<file path="config.mk">
export PLATFORM = sky130hd
export DESIGN_NAME = prewish_dipload
export DESIGN_NICKNAME = d
export VERILOG_FILES = /design/src/rtl/prewish_pkg.sv /design/src/rtl/prewish_debouncer.sv /design/src/rtl/prewish_dipload.sv
export SDC_FILE = /design/constraint.sdc
export NUM_CORES = 1
export LEC_CHECK = 0
export BUFFER_PORTS_ARGS = -buffer_cell sky130_fd_sc_hd__buf_4
export CAP_MARGIN = 20
export CORE_ASPECT_RATIO = 1.75
export CORE_MARGIN = 2
export CORE_UTILIZATION = 60
export CTS_CLUSTER_DIAMETER = 100
export DETAILED_ROUTE_END_ITERATION = 12
export GPL_ROUTABILITY_DRIVEN = 0
export PLACE_DENSITY = 0.83
export SYNTH_ARGS = -nofsm -noshare
export SYNTH_HDL_FRONTEND = slang
export SYNTH_SLANG_ARGS = --single-unit
</file>
<file path="constraint.sdc">
create_clock -name CLK_I -period 4.15 [get_ports CLK_I]
set_input_delay 0 -clock CLK_I [delete_from_list [all_inputs] [get_ports CLK_I]]
set_output_delay 0 -clock CLK_I [all_outputs]
set_load 0.01 [all_outputs]
</file>
<file path="src/rtl/prewish_pkg.sv">
// prewish shared types: mask width, counter defaults and the
// dipload FSM encoding.
package prewish_pkg;

  localparam int MASK_W            = 8;
  localparam int DEBOUNCE_BITS_DEF = 16;
  localparam int REPEAT_BITS_DEF   = 24;

  typedef enum logic [1:0] {
    IDLE = 2'b00,
    LOAD = 2'b01,
    HELD = 2'b10
  } dip_state_e;

endpackage

</file>
<file path="src/rtl/prewish_debouncer.sv">
// prewish_debouncer: 2-flop synchroniser plus a counter that only
// lets a level through after it has held for 2^DEBOUNCE_BITS cycles.
module prewish_debouncer
  import prewish_pkg::*;
#(
  parameter int DEBOUNCE_BITS = DEBOUNCE_BITS_DEF
) (
  input  logic clk,
  input  logic rst_n,
  input  logic din,
  output logic stable
);

  logic [1:0]               sync_q;
  logic [DEBOUNCE_BITS-1:0] db_ct;

  // sync the raw level, then flip stable once it differs long enough
  always_ff @(posedge clk or negedge rst_n) begin
    if (!rst_n) begin
      sync_q <= 2'b00;
      stable <= 1'b0;
      db_ct  <= '0;
    end else begin
      sync_q <= {sync_q[0], din};
      if (sync_q[1] == stable) begin
        db_ct <= '0;
      end else if (&db_ct) begin
        stable <= ~stable;
        db_ct  <= '0;
      end else begin
        db_ct <= db_ct + {{(DEBOUNCE_BITS-1){1'b0}}, 1'b1};
      end
    end
  end

endmodule

</file>
<file path="src/rtl/prewish_dipload.sv">
// prewish_dipload: debounced load button strobes the synced DIP mask
// to the mentor. Define PREWISH_DIPLOAD_REPEAT_EN for auto-repeat.
module prewish_dipload
  import prewish_pkg::*;
#(
  parameter int DEBOUNCE_BITS = DEBOUNCE_BITS_DEF,
  parameter int REPEAT_BITS   = REPEAT_BITS_DEF
) (
  input  logic              CLK_I,
  input  logic              RST_I,
  input  logic              i_button_n,
  input  logic [MASK_W-1:0] i_dip,
  output logic              STB_O,
  output logic [MASK_W-1:0] DAT_O,
  output logic              o_alive
);

  if (DEBOUNCE_BITS < 2 || REPEAT_BITS < 2) begin : g_bad_width
    $error("prewish_dipload: counter widths must be >= 2");
  end

  dip_state_e        state;
  dip_state_e        state_nx;
  logic              stable;
  logic              stable_q;
  logic              rise;
  logic              rep_wrap;
  logic [MASK_W-1:0] dip_s1;
  logic [MASK_W-1:0] dip_s2;

  prewish_debouncer #(
    .DEBOUNCE_BITS (DEBOUNCE_BITS)
  ) u_btn (
    .clk    (CLK_I),
    .rst_n  (RST_I),
    .din    (~i_button_n),
    .stable (stable)
  );

  assign rise    = stable & ~stable_q;
  assign o_alive = stable;

`ifdef PREWISH_DIPLOAD_REPEAT_EN
  logic [REPEAT_BITS-1:0] rep_ct;

  // count cycles spent in HELD; cleared outside HELD and on release
  always_ff @(posedge CLK_I or negedge RST_I) begin
    if (!RST_I) begin
      rep_ct <= '0;
    end else if (state != HELD || !stable) begin
      rep_ct <= '0;
    end else begin
      rep_ct <= rep_ct + {{(REPEAT_BITS-1){1'b0}}, 1'b1};
    end
  end

  assign rep_wrap = &rep_ct;
`else
  assign rep_wrap = 1'b0;
`endif

  // dip synchroniser, press-edge history and FSM state register
  always_ff @(posedge CLK_I or negedge RST_I) begin
    if (!RST_I) begin
      dip_s1   <= '0;
      dip_s2   <= '0;
      stable_q <= 1'b0;
      state    <= IDLE;
    end else begin
      dip_s1   <= i_dip;
      dip_s2   <= dip_s1;
      stable_q <= stable;
      state    <= state_nx;
    end
  end

  // next-state: a press edge loads once, release returns to idle
  always_comb begin
    state_nx = state;
    unique case (state)
      IDLE: if (rise) state_nx = LOAD;
      LOAD: state_nx = HELD;
      HELD: begin
        if (!stable) begin
          state_nx = IDLE;
        end else if (rep_wrap) begin
          state_nx = LOAD;
        end
      end
      default: state_nx = IDLE;
    endcase
  end

  // strobe for one cycle out of LOAD and capture the synced mask
  always_ff @(posedge CLK_I or negedge RST_I) begin
    if (!RST_I) begin
      STB_O <= 1'b0;
      DAT_O <= '0;
    end else begin
      STB_O <= (state == LOAD);
      if (state == LOAD) begin
        DAT_O <= dip_s2;
      end
    end
  end

endmodule

</file>
; ---- Word level (Yosys, flattened, before mapping)
; Index checks and enable logic that the tools add are counted.
[op_classes]
add_sub_neg = 1
n_eq_ne = 5
mux = 5
bitwise_logic = 5
n_reduce_logical = 4
[ops]
columns = op, n
row1 = 2-to-1 mux 16 bit, 2
row2 = AND reduction 17 bit, 1
row3 = "adder 16 x 1 -> 16 bit, second input constant", 1
row4 = AND reduction 16 bit, 1
row5 = one-hot mux 2 bit (3 select lines), 1
row6 = 2-to-1 mux 2 bit, 2
row7 = "!= test 2 bit, second input constant", 2
row8 = inverter 1 bit, 4
row9 = "equality test 2 x 1 -> 1 bit, second input constant", 1
row10 = "equality test 2 bit, second input constant", 1
row11 = zero test 2 bit, 1
row12 = AND reduction 2 bit, 1
row13 = AND 1 bit, 1
row14 = equality test 1 bit, 1
[totals]
register_bits = 47
in_bits = 11
output_inout_bits = 10

; ---- Logic depth before layout (Yosys ltp)
[logic_depth]
word_depth = 4
mapped_depth = 6

; ---- Modules after synthesis
; Synthesis repeated with hierarchy kept, for this count alone.
[unflattened]
hier_cells = 126
hier_area_um2 = 1756.7
[modules_own_cells]
columns = module, instances, cells_each, area_each_um2, seq_area_each_um2
row1 = prewish_debouncer, 1, 84, 884.6, 475.5
row2 = prewish_dipload, 1, 42, 872.1, 700.7

; ---- Worst setup path before layout
; OpenSTA, ideal clock, no wires.
[synth_path]
path_kind = register -> register
startpoint = register u_btn.db_ct[0]
endpoint = register u_btn.db_ct[11]
setup_ns = 0.119
arrival_time_ns = 1.479
path_slack_ns = 2.553
path_stages_with_launch = 7
path_buffers = 1
cell_sequence = dfrtp_1 ha_1 nand4_1 or3_4 o21bai_4 buf_6 nor2_1
[synth_between]
elab_chain_len = 3
word_cells_on_any_way = 4
cone_classes = add/sub (1) / mux (2) / reduce/logical (1)
[synth_lines]
columns = element, line_no
row1 = from (decl), prewish_debouncer.sv:15  ; logic [DEBOUNCE_BITS-1:0] db_ct;
row2 = from (signal assigned), prewish_debouncer.sv:31  ; db_ct <= db_ct + {{(DEBOUNCE_BITS-1){1'b0}}, 1'b1};
row3 = adder 16 x 1 -> 16 bit or AND reduction 16 bit (tied branches), "prewish_debouncer.sv:31, prewish_debouncer.sv:27"
row4 = 2-to-1 mux 16 bit (*), prewish_debouncer.sv:27  ; end else if (&db_ct) begin
row5 = 2-to-1 mux 16 bit (*), prewish_debouncer.sv:25  ; if (sync_q[1] == stable) begin
; Mark *: on every way between the ends. The rest lies on a longest branch, timed or not.
; A chain may end at the register's enable or synchronous reset.

; ---- Final worst setup path
[layout_path]
startpoint = register u_btn.db_ct[0]
endpoint = register u_btn.db_ct[6]
; The elaborated chain is that of the path after synthesis.

==> metrics.csv <==
stage,metric,value,unit
job,Max Cap Violations,0,
routing,wire length per cell,17.1,um
pwr,worst vdd ir,0.000298,V
critical_path,worst-case reg-to-reg path depth,5,
clocking,clk buf depth,2,
synth,number of synthesized register bits,47,
clocking,clk slew on worst S/H paths,80,ps
placement,hpwl dp,2090,um
critical_path,Startpoint Class,flip-flop,
final_layout,ant diodes,0,
floorplanning,Die Height,75.8,um
synth,distinct cell type count after synthesis,27,
critical_path,Crit-path slowest cell,or3_4,
synth,"Avg Cell Area, Syn",14.0,sq um
clocking,CTS sink cnt,47,
routing,DRC,0,
sta,Post-Route Skew,6.00,ps
global_routing,antenna violations before repair,0,
floorplanning,num rows,26,
pwr,Leak,0.000993,uW
clocking,postcts setup bufs,0,
routing,via-per-instance ratio,5.68,
routing,Detailed Route WL,3240,um
sta,# setup viols final,0,
final_layout,Final Core Density,0.740,
worst_hold_path,type of the most critical hold path,in2async,
critical_path,Crit Path Class,reg2reg,
clocking,CTS tree,done,
synth,"Seq/Total Area, Yosys",0.666,
global_routing,Total GRT Usage,0.223,
routing,ANT nets after route,0,
placement,pre-CTS WS,2350,ps
synth,Mapped Cells,126,
routing,vias,1080,
global_routing,GRT overflow,0,
sta,actual slew at the worst max-slew pin,838,ps
sta,"Hold Vio Cnt, Final",0,
final_layout,final net count,173,
synth,yosys warns,0,
critical_path,Worst Path Required,4320,ps
critical_path,buffers and inverters on the worst path,0,
critical_path,CP Data Arrival Time,1980,ps
final_layout,synthesis-to-finish area growth,19.9,%
sta,Final period util,0.437,
floorplanning,I/O pins,21,
global_routing,vias in the first global route,1109,
critical_path,Reg2Reg Capture Point,u_btn.db_ct[6],
sta,FMAX,552,MHz
floorplanning,Core ar.,2860,sq um
sta,Final Slew Violations,0,
synth,net count after synthesis,138,
sta,unrepaired setup endpoints after global routing,no,
critical_path,"slowest stage delay, CP",450,ps
floorplanning,die area,3410,sq um
clocking,root buffer cell,clkbuf_8,
placement,I/O Buffers,20,
critical_path,Top delay family on crit path,simple AND/OR/NAND/NOR gates,
critical_path,reg2reg setup slack,2340,ps
sta,Max-Slew Margin vs Limit,0.440,
sta,worst setup margin,2340,ps
critical_path,peak fanout along the critical path,13,
routing,First DRT Iteration DRCs,26,
synth,"Cell Area, Synth",1770,sq um
floorplanning,Initial Util,0.617,
sta,Setup TNS,0,ps
critical_path,"Critical Path, Cell by Cell",ha_1 -> nand4_1 -> or3_4 -> o21bai_4 -> nor2_1,
clocking,H-tree Lvls,2,
clocking,# resized after CTS,0,
floorplanning,die width,45.0,um
critical_path,reg2reg start,u_btn.db_ct[0],
global_routing,first-pass GRT wire length,5210,um
final_layout,layout cell share with drive strength beyond 1,0.265,
final_layout,Layout fillers,185,
sta,Tmin final,1810,ps
global_routing,largest net degree at the start of global routing,48,
routing,drt first pass iters,4,
clocking,clk_lat worst skew,290,ps
critical_path,critical path endpoint category,flip-flop,
pwr,Power per Cell Area,361,nW/um^2
status,status,"finished, final reports clean",
clocking,CTS Buf Count,5,
flip-flops by register name (all words and copies together) (netlist names):
| register | count |
|---|---|
| u_btn.stable | 1 |
| dip_s1 | 8 |
| STB_O | 1 |
| u_btn.db_ct | 16 |
| DAT_O | 8 |
| u_btn.sync_q | 2 |
| stable_q | 1 |
| state | 2 |
| dip_s2 | 8 |
synth_stat cells:
cell / instances / area share
nor3_1: 2 / 0.0057
nor4_4: 1 / 0.012
nand4_1: 4 / 0.014
nand3_2: 1 / 0.0057
xnor2_1: 9 / 0.045
nand2_1: 5 / 0.011
nor4_1: 3 / 0.011
nand3_1: 3 / 0.0085
o21bai_4: 1 / 0.011
mux2_2: 9 / 0.057
nor4b_2: 1 / 0.0085
inv_1: 4 / 0.0085
a21o_1: 1 / 0.0043
nor4_2: 1 / 0.0071
clkbuf_1: 1 / 0.0021
or3_4: 2 / 0.013
buf_6: 1 / 0.0064
xor2_1: 5 / 0.025
mux2i_1: 1 / 0.0057
nor2b_1: 2 / 0.0071
nor3b_1: 1 / 0.0043
ha_1: 1 / 0.0071
nor2_1: 17 / 0.036
nand4_4: 1 / 0.012
a21oi_1: 1 / 0.0028
dfrtp_1: 47 / 0.67
and4_1: 1 / 0.0050
per-stage QoR:
step | instances | hold WS, ps | area (sq um) | total power [uW]
after global routing | 190 | 287 | 2120 | 800
after CTS | 190 | 253 | 2120 | 771
after floorplan | 126 | -296 | 1770 | 491
after global placement | 172 | 12.9 | 1940 | 506
after detailed placement | 172 | 30.1 | 1940 | 509
final | 190 | 237 | 2120 | 766
cells by family after synthesis:
group | synth area share
buffers and inverters | 0.0170
AOI/OAI and AO/OA | 0.0177
xor gates and xnor gates | 0.0694
adders and majority gates | 0.00708
DFF | 0.666
and+or+nand+nor | 0.160
muxes | 0.0630
power by group:
| group | switching, uW | internal [uW] | total [uW] |
|---|---|---|---|
| logic | 17.2 | 15.7 | 32.9 |
| registers | 5.25 | 469 | 474 |
| clock network | 141 | 118 | 259 |
cell type report:
class,instances,area (sq um),share of cell area
Inverter,4,15.0,0.00709
Timing Repair Buffer,30,250,0.118
Clock buffer,7,76.3,0.0360
Clock inverter,1,5.00,0.00236
Tap cell,28,35.0,0.0165
Multi-Input combinational cell,73,561,0.265
Sequential cell,47,1180,0.555
metal layers:
metal  part of all wire  wire length [um]  track usage  up-vias
li1                   -                 -            -      496
met1               0.36              1160        0.234      547
met2               0.58              1880        0.397       31
met3              0.043               140       0.0569        6
met4              0.019                63        0.118        0
met5                  0                 0            0        -
cells in the final DEF, fill, tap and decap left out, drive strengths merged:
master,n
nand2,5
dfrtp,47
clkbuf,7
xor2,5
and4,1
nor2b,2
buf,20
o21bai,1
xnor2,9
or3,2
mux2i,1
inv,4
nor3,2
ha,1
nor2,17
mux2,9
nor3b,1
dlygate4sd3,10
nand4,5
a21o,1
nor4b,1
clkinv,1
nor4,5
a21oi,1
nand3,4
repair_timing:
action                                 CTS  global route
setup endpoints to repair                0             0
hold buffers                            10             0
endpoints found under the hold margin   56             0
how the worst max path moves through the flow:
| stage | startpoint | to | slack [ps] | cells after the start |
|---|---|---|---|---|
| 2_1_floorplan | u_btn.db_ct[0] | u_btn.db_ct[11] | 2550 | 6 |
| 3_3_place_gp | u_btn.db_ct[0] | u_btn.db_ct[13] | 2480 | 5 |
| 3_5_place_dp | u_btn.db_ct[0] | u_btn.db_ct[6] | 2350 | 5 |
| 4_1_cts | u_btn.db_ct[0] | u_btn.db_ct[6] | 2340 | 5 |
| 5_1_grt | u_btn.db_ct[0] | u_btn.db_ct[11] | 2250 | 5 |
| 6_report | u_btn.db_ct[0] | u_btn.db_ct[6] | 2340 | 5 |
No activity file was read; power rests on OpenSTA's default activity.
